### src/rtl/var_delay_line_if.sv
// Sample stream bus for the variable delay line: input beat, delay select and flush in;
// delayed sample, its qualifier and the fill count out.
// width is the sample width; DW must equal $clog2(depth+1) of the attached delay line.
interface var_delay_line_if #(
  parameter int width = 1,
  parameter int DW    = 5
);
  logic [width-1:0] in;
  logic             in_valid;
  logic [DW-1:0]    delay;
  logic             flush;
  logic [width-1:0] out;
  logic             out_valid;
  logic [DW-1:0]    fill;

  modport master (
    output in, in_valid, delay, flush,
    input  out, out_valid, fill
  );

  modport slave (
    input  in, in_valid, delay, flush,
    output out, out_valid, fill
  );
endinterface

### src/rtl/var_delay_line.sv
// Runtime-programmable delay of 0..depth accepted beats over a circular buffer.
// Latency: combinational read, a sample accepted at beat t appears at beat t+D (D=0 is a bypass).
// No backpressure: beats advance on in_valid only; stalls freeze pointer, fill and buffer.
module var_delay_line #(
  parameter int  width = 1,
  parameter int  depth = 16,
  localparam int DW    = $clog2(depth + 1)
) (
  input  logic           clk,
  input  logic           rst,
  var_delay_line_if.slave bus
);

  localparam int            AW    = (depth > 1) ? $clog2(depth) : 1;
  localparam logic [DW-1:0] DMAX  = DW'(depth);
  localparam logic [AW-1:0] WLAST = AW'(depth - 1);

  logic [width-1:0] mem [depth];
  logic [AW-1:0]    wp;
  logic [AW-1:0]    rp;
  logic [DW-1:0]    d_act;
  logic [DW-1:0]    dreq;
  logic [DW-1:0]    fill_q;
  logic             chg;

  // Clamp the requested delay and detect a change against the active one.
  always_comb begin
    dreq = (bus.delay > DMAX) ? DMAX : bus.delay;
    chg  = (dreq != d_act);
  end

  // Read index (wp - d_act) mod depth, done explicitly so non-power-of-2 depths wrap correctly.
  always_comb begin
    int sum;
    sum = int'(wp) + depth - int'(d_act);
    if (sum >= depth) begin
      sum = sum - depth;
    end
    rp = AW'(sum);
  end

  // Write pointer, active delay and saturating fill count; flush/delay change clear fill.
  always_ff @(posedge clk or posedge rst) begin
    if (rst) begin
      wp     <= '0;
      d_act  <= '0;
      fill_q <= '0;
    end else begin
      if (bus.in_valid) begin
        wp <= (wp == WLAST) ? '0 : wp + 1'b1;
      end
      if (chg) begin
        d_act <= dreq;
      end
      if (bus.flush || chg) begin
        fill_q <= '0;
      end else if (bus.in_valid && (fill_q != DMAX)) begin
        fill_q <= fill_q + 1'b1;
      end
    end
  end

  // Sample storage; contents are not cleared, the fill count guards stale entries.
  always_ff @(posedge clk) begin
    if (bus.in_valid) begin
      mem[wp] <= bus.in;
    end
  end

  // Output select: bypass at d_act=0, else buffer read gated by fill; forced quiet in reset.
  always_comb begin
    bus.out       = '0;
    bus.out_valid = 1'b0;
    bus.fill      = fill_q;
    if (!rst) begin
      if (d_act == '0) begin
        bus.out       = bus.in;
        bus.out_valid = bus.in_valid && !chg;
      end else if (bus.in_valid && !chg && (fill_q >= d_act)) begin
        bus.out       = mem[rp];
        bus.out_valid = 1'b1;
      end
    end
  end

endmodule

### src/flat_wrapper.sv
// flat-port wrapper written by rule: the top's interface ports become plain ports
module var_delay_line_flat 
#(
  parameter int  width = 1,
  parameter int  depth = 16,
  localparam int DW    = $clog2(depth + 1)
)
  (clk, rst, bus_in, bus_in_valid, bus_delay, bus_flush, bus_out, bus_out_valid, bus_fill);
  var_delay_line_if #(.width(width), .DW(5)) bus_i ();
  input  logic clk;
  input  logic rst;
  input wire logic [$bits(bus_i.in)-1:0] bus_in;
  input wire logic [$bits(bus_i.in_valid)-1:0] bus_in_valid;
  input wire logic [$bits(bus_i.delay)-1:0] bus_delay;
  input wire logic [$bits(bus_i.flush)-1:0] bus_flush;
  output wire logic [$bits(bus_i.out)-1:0] bus_out;
  output wire logic [$bits(bus_i.out_valid)-1:0] bus_out_valid;
  output wire logic [$bits(bus_i.fill)-1:0] bus_fill;
  assign bus_i.in = bus_in;
  assign bus_i.in_valid = bus_in_valid;
  assign bus_i.delay = bus_delay;
  assign bus_i.flush = bus_flush;
  assign bus_out = bus_i.out;
  assign bus_out_valid = bus_i.out_valid;
  assign bus_fill = bus_i.fill;
  var_delay_line #(.width(width), .depth(depth)) u_core (.clk(clk), .rst(rst), .bus(bus_i));
endmodule
### config.mk
export PLATFORM = sky130hd
export DESIGN_NAME = var_delay_line_flat
export DESIGN_NICKNAME = d
export VERILOG_FILES = /design/src/rtl/var_delay_line_if.sv /design/src/rtl/var_delay_line.sv /design/src/flat_wrapper.sv
export SDC_FILE = /design/constraint.sdc
export NUM_CORES = 1
export LEC_CHECK = 0
export CAP_MARGIN = 20
export CORE_MARGIN = 3
export CORE_UTILIZATION = 42
export CTS_CLUSTER_DIAMETER = 30
export DETAILED_ROUTE_END_ITERATION = 8
export PLACE_DENSITY_LB_ADDON = 0.2
export SETUP_SLACK_MARGIN = 0.05
export SYNTH_ARGS = -nofsm -noshare
export SYNTH_HDL_FRONTEND = slang
export SYNTH_SLANG_ARGS = --single-unit
### constraint.sdc
create_clock -name clk -period 3.5 [get_ports clk]
set_input_delay 0.875 -clock clk [delete_from_list [all_inputs] [get_ports clk]]
set_output_delay 0.875 -clock clk [all_outputs]
set_load 0.005 [all_outputs]
==> results of run 1 <==
-- placed cells by master, fill, tap and decap left out, types with 5 or more instances in the layout --
cell and instances:
a21oi_1 5, nand2_1 8, nor2_1 7, and2_1 16, dfrtp_1 14, buf_4 28
clkdlybuf4s50_1 10, edfxtp_1 16, ha_1 13, inv_1 9, clkbuf_8 5, xor2_1 7
-- sequential cells by signal, summed over array words and instances, names as in the netlist --
signal,count
u_core.bus.fill,5
u_core.wp,4
u_core.d_act,5
u_core.mem,16
-- routing by layer --
| layer | vias to the layer above | wire length, um |
|---|---|---|
| met3 | 5 | 118 |
| met4 | 0 | 44 |
| met2 | 25 | 1767 |
| met1 | 617 | 1651 |
| met5 | - | 0 |
| li1 | 611 | - |
-- power by group --
group | switching [W] | internal, W
Combinational | 0.000225 | 0.000239
Sequential | 0.0000272 | 0.000411
Clock | 0.000124 | 0.000136
-- worst max-delay path by stage --
stage | startpoint | to | slack (ps)
after CTS | u_core.wp[0]$_DFFE_PP0P_ | bus_out | -110
after global placement | bus_delay[3] | bus_out | -240
after detailed placement | bus_delay[3] | bus_out | -320
after global routing | u_core.wp[0]$_DFFE_PP0P_ | bus_out | -160
final | u_core.wp[0]$_DFFE_PP0P_ | bus_out | -70
after floorplan | u_core.wp[0]$_DFFE_PP0P_ | bus_out | 410
-- cells by family after synthesis --
logic type | synth area share [%]
AOI/OAI and AO/OA | 6.892
xor gates and xnor gates | 5.025
adders and majority gates | 11.20
buffers and inverters | 3.733
DFF | 47.67
muxes | 8.399
and+or+nand+nor | 17.09
-- worst reg2reg max path, delay by kind of cell (launching register included) --
kind                   cells  cell delay (ps)
AND/OR/NAND/NOR            2              540
flip-flops                 1              410
AO/OA/AOI/OAI              2              430
XOR/XNOR                   1              150
buffers and inverters     12             1540
-- final cells by class --
cell class              count  area [sq um]
clock buffers               6         72.57
clock inverters             2         8.758
fillers                   328          1554
inverters                  11         41.29
multi-input cells         103         884.6
flip-flops and latches     30         830.8
well taps                  48         60.06
repair buffers             44         374.1
-- through the flow --
stage | power (W) | cells
4_1_cts | 0.001153 | 244
3_5_place_dp | 0.0008488 | 224
3_3_place_gp | 0.0008369 | 224
5_1_grt | 0.001236 | 244
2_1_floorplan | 0.0007139 | 148
6_report | 0.001162 | 244
-- timing repair --
item | CTS | global route
endpoints found under the setup margin | 2 | 7
setup buffers | 12 | 1
pin swaps | 8 | 7
resized for setup | 12 | 14
==> out/qor.yml, run 1 <==
grt:
  grt_pass1_wl_mm: 6.085
  grt.total_usage_pct: 15.74
  grt_pass1_vias: 1315
  grtUsageMet3_pct: 4.604
  grt_util_met2_pct: 24.84
  antenna_found_initial: 0
  met1_usage_pct: 20.20
  grt_max_degree: 11
  grt.busiest_layer: "met2"
  overflow: 0
placement:
  dpl_cell_area_sq_mm: 0.002059
  hpwl_mm: 2.571
  dp_slack_ps: -319.6
  gp_congestion: 0.8553
  port_buffers: 16
clocking:
  cts-root-buf: "clkbuf_8"
  clkSinkCount: 30
  cts-hold-fix-buffers: 0
  clock_latency_ps: 280
  clockBufferDepth: 2
  clk_pin_slew_worst_paths_ps: 60
  cts_tree: "built"
  cts_max_level: 2
  cts_made_buffers: 5
hold_path:
  hold_start: "u_core.wp[2]$_DFFE_PP0P_"
  hold-path-cell-count: 2
  hold_class: "reg -> reg"
  hold-path-endpoint: "u_core.wp[2]$_DFFE_PP0P_"
power_and_ir_drop:
  power_density_mw_per_mm2: 511.6
  ir_drop_mv: 0.2780
  p_leak_nw: 0.9896
run:
  maxCapViolations: 0
setup_path:
  crit_top_cell: "inv_2"
  crit_fanout: 4
  crit_chain: "inv_2 > ha_4 > inv_2 > fa_2 > mux4_2 > mux2i_1 > mux2_4 > o32ai_4 > buf_2"
  reg2reg_from: "u_core.d_act[0]$_DFFE_PP0P_"
  critPathKind: "reg -> out"
  start_kind: "flop"
  endpoint_kind: "output port"
  cp_top_family: "multiplexers"
  max_stage_delay_ps: 630
  reg2reg_depth: 17
  regToRegEndpoint: "u_core.bus.fill[3]$_DFFE_PP0P_"
  arrival_ps: 2700
  path_depth: 9
  critPathRequiredTime_ps: 2620
  critPathBufInv: 3
  r2r_setup_slack_ps: 390
  slowest_stage: "fa_2"
yosys:
  synth-edff-count: 16
  netlist_area_sq_mm: 0.001743
  synth_top_area_share_pct: 27.57
  seq_area_frac_synth_pct: 47.67
  synthTopCellsByArea: "edfxtp_1 28%, dfrtp_1 20%, ha_1 10%, mux4_1 6.0%, and2_1 5.7%"
  postSynthCellCount: 148
  synth_warnings: 0
  dominantRegCellSynth: "edfxtp_1"
  ys_types: 36
  avgSynthCellArea_sq_um: 11.78
  synth.net_count: 173
  synthArstFlopShare_pct: 46.67
  synth_top_area_cell: "edfxtp_1"
  ys_seq_elements: 30
  synthTopCellsByCount: "16 x and2_1, 16 x edfxtp_1, 14 x dfrtp_1, 14 x ha_1, 11 x nor2_1"
sta:
  finalCriticalPeriod_ps: 3572
  fin_ws_ps: -71.76
  post-route-period-util_pct: 102.1
  hold_viol_final: 0
  finalClockSkew_ps: 6.847
  slew_headroom_pct: 74.72
  fmax_ghz: 0.2800
  setup-violations-final: 1
  worst_pin_slew_ps: 378.4
  fin_setup_tns_ps: -71.76
  rsz0062_at_grt: "yes"
  hold_slack_ps: 595.2
  final-max-slew-violation-count: 0
route:
  drt_iter0_markers: 75
  via_count: 1258
  antenna_left: 0
  drc: 0
  wl_per_cell_um: 14.68
  routed_via_density: 5.156
  dr.pass1.iters: 5
  routed_wl_mm: 3.582
floorplan:
  rows: 22
  core-area_sq_mm: 0.003826
  die_y_um: 70.42
  start_util_pct: 45.55
  die_w_um: 70.42
  io_pins: 17
  die_area_sq_mm: 0.004959
run_status:
  violations: "setup timing"
  status: "complete, but fails checks"
finish:
  final_util_pct: 59.39
  diodes: 0
  stdcell_area_sq_mm: 0.002272
  num-nets-final: 220
  areaGrowthSynthToFinish_pct: 30.37
  drive_above_1_share_pct: 27.55
(Power assumes the default switching activity.)
==> run 2: changes to the inputs <==
--- a/config.mk
+++ b/config.mk
@@ -11,7 +11,6 @@
 export CTS_CLUSTER_DIAMETER = 30
 export DETAILED_ROUTE_END_ITERATION = 8
 export PLACE_DENSITY_LB_ADDON = 0.2
-export SETUP_SLACK_MARGIN = 0.05
 export SYNTH_ARGS = -nofsm -noshare
 export SYNTH_HDL_FRONTEND = slang
 export SYNTH_SLANG_ARGS = --single-unit
==> run 2 against run 1 <==
  * The flow still finishes with violations (setup timing)
  * Register-to-register slack barely moved
  * Worst setup slack better by 14 ps
  * Sequential share of layout area rose by 0.12 points
  * Cell area shrank 0.33%
  * Hold slack got worse by 1.5 ps
  * Count of clock-buffer cells in the layout did not move
  * Highest routed layer unchanged
==> out/qor.yml, run 2 (synthesis gave the netlist of run 1 again) <==
placement:
  dpl_cell_area_sq_mm: 0.002059  # unchanged
  place_inst: 224  # unchanged
  hpwl_mm: 2.571  # unchanged
  port_buffers: 16  # unchanged
  gp_congestion: 0.8553  # unchanged
route:
  drt_iter0_markers: 63  # -16%
  routed_via_density: 5.119  # -0.72%
  via_count: 1249  # -0.72%
  routed_wl_mm: 3.554  # -0.78%
  drc: 0  # unchanged
  wl_per_cell_um: 14.57  # -0.78%
  dr.pass1.iters: 4  # -1
  antenna_left: 0  # unchanged
power_and_ir_drop:
  p_leak_nw: 0.9795  # -1.0%
  finalPower_w: 0.001161  # about the same
  power_density_mw_per_mm2: 512.9  # +0.25%
  ir_drop_mv: 0.2781  # about the same
setup_path:
  crit_fanout: 4  # unchanged
  crit_top_cell: "inv_2"
  slowest_stage: "fa_2"
  crit_chain: "inv_2 > ha_4 > inv_2 > fa_2 > mux4_2 > mux2i_1 > mux2_4 > o32ai_4 > buf_2"
  max_stage_delay_ps: 630  # about the same
  start_kind: "flop"
  arrival_ps: 2680  # -20 ps
  critPathKind: "reg -> out"
  critPathRequiredTime_ps: 2620  # about the same
  endpoint_kind: "output port"
run_status:
  violations: "setup timing"
  status: "complete, but fails checks"
finish:
  drive_above_1_share_pct: 27.04  # -0.51 points
  areaGrowthSynthToFinish_pct: 29.94
  diodes: 0  # unchanged
  final_util_pct: 59.19  # -0.20 points
  layoutNonFillerInstCount: 244  # unchanged
  stdcell_area_sq_mm: 0.002265  # -0.33%
  num-nets-final: 220  # unchanged
  final_cell_mix: "28 x buf_4, 16 x and2_1, 16 x edfxtp_1"
  top_register: "u_core.mem"
  num-fill-cells: 326  # -0.61%
  final_common_cell: "buf_4"
  largest_reg_flops: 16  # unchanged
sta:
  fin_setup_tns_ps: -57.55  # +14.21 ps
  fmax_ghz: 0.2811  # +0.40%
  finalCriticalPeriod_ps: 3558  # -14.21 ps
  rsz0062_at_grt: "yes"
  finalClockSkew_ps: 8.492  # +1.645 ps
  post-route-period-util_pct: 101.6  # -0.41 points
  fin_ws_ps: -57.55  # +14.21 ps
  final-max-slew-violation-count: 0  # unchanged
  setup-violations-final: 1  # unchanged
  slew_headroom_pct: 67.14  # -7.6 points
  worst_pin_slew_ps: 489.9  # +111.5 ps
  hold_viol_final: 0  # unchanged
hold_path:
  hold_class: "reg -> reg"
grt:
  antenna_found_initial: 0  # unchanged
  grt.total_usage_pct: 15.74  # unchanged
  grt_pass1_vias: 1315  # unchanged
  grt_pass1_wl_mm: 6.085  # unchanged
  overflow: 0  # unchanged
  grt_max_degree: 11  # unchanged
floorplan:
  die_y_um: 70.42  # unchanged
  die_area_sq_mm: 0.004959  # unchanged
  die_w_um: 70.42  # unchanged
  core-area_sq_mm: 0.003826  # unchanged
  io_pins: 17  # unchanged
  start_util_pct: 45.55  # unchanged
  rows: 22  # unchanged
clocking:
  cts_made_buffers: 5  # unchanged
  clockBufferDepth: 2  # unchanged
  cts-root-buf: "clkbuf_8"
  cts_max_level: 2  # unchanged
  clk_pin_slew_worst_paths_ps: 60  # about the same
  clock_latency_ps: 280  # about the same
  cts_tree: "built"
  clkSinkCount: 30  # unchanged
run:
  maxCapViolations: 0  # unchanged
run 2: cell count changes in the layout (fill, tap and decap cells not counted), sizes merged:
cell	previous run	this run
clkdlybuf4s50	10	11
dlymetal6s2s	4	3
run 2: final timing paths:
kind                                                   from                        endpoint  slack, ps  cells after the start
worst min register to register     u_core.wp[2]$_DFFE_PP0P_        u_core.wp[2]$_DFFE_PP0P_        590                      2
worst max register to register  u_core.d_act[0]$_DFFE_PP0P_  u_core.bus.fill[3]$_DFFE_PP0P_        390                     17
max in group asynchronous                               rst  u_core.bus.fill[0]$_DFFE_PP0P_       2300                      3
min in group asynchronous                               rst     u_core.d_act[0]$_DFFE_PP0P_        810                      2
worst min-delay path               u_core.wp[2]$_DFFE_PP0P_        u_core.wp[2]$_DFFE_PP0P_        590                      2
worst max-delay path               u_core.wp[0]$_DFFE_PP0P_                         bus_out        -60                      9
run 2: repair_timing:
action	in CTS	in global routing
endpoints found under the hold margin	0	0
endpoints found under the setup margin	2	7
setup buffers	12	1
gates cloned	0	0
hold buffers	0	0
gates resized for setup	12	12
pin swaps	8	7
run 2: routing by layer:
metal / global-route usage [%] / up-vias / part of all wire (%)
met5: 0 / - / 0
met4: 6.170 / 0 / 1.2
met2: 24.84 / 25 / 50
li1: - / 611 / -
met1: 20.20 / 608 / 45
met3: 4.604 / 5 / 3.7
run 2: metrics by stage:
| stage | worst slack, ps | hold slack, ps |
|---|---|---|
| 6_report | -57.55 | 593.7 |
| 3_3_place_gp | -240.7 | 588.9 |
| 2_1_floorplan | 405.6 | 539.4 |
| 5_1_grt | -170.5 | 629.9 |
| 3_5_place_dp | -319.6 | 590.1 |
| 4_1_cts | -105.2 | 599.7 |
run 2: worst max-delay path: cells and delay by family, from the launching register on:
kind | cells | cell delay (ps)
buffers and inverters | 3 | 260
muxes | 3 | 920
AOI/OAI and AO/OA | 1 | 70
adders and majority gates | 2 | 750
DFF | 1 | 400
run 2: cell type report:
type / instances / area [sq um] / share of cell area [%]
inverters: 11 / 41.29 / 1.823
repair buffers: 44 / 371.6 / 16.41
flip-flops and latches: 30 / 830.8 / 36.69
multi-input cells: 103 / 879.6 / 38.84
clock buffers: 6 / 72.57 / 3.204
clock inverters: 2 / 8.758 / 0.3867
well taps: 48 / 60.06 / 2.652
run 2: power breakdown:
group	total [W]	switching [W]	internal, W
clock network	0.000262	0.000126	0.000136
logic	0.000462	0.000223	0.000239
registers	0.000438	0.0000271	0.000411
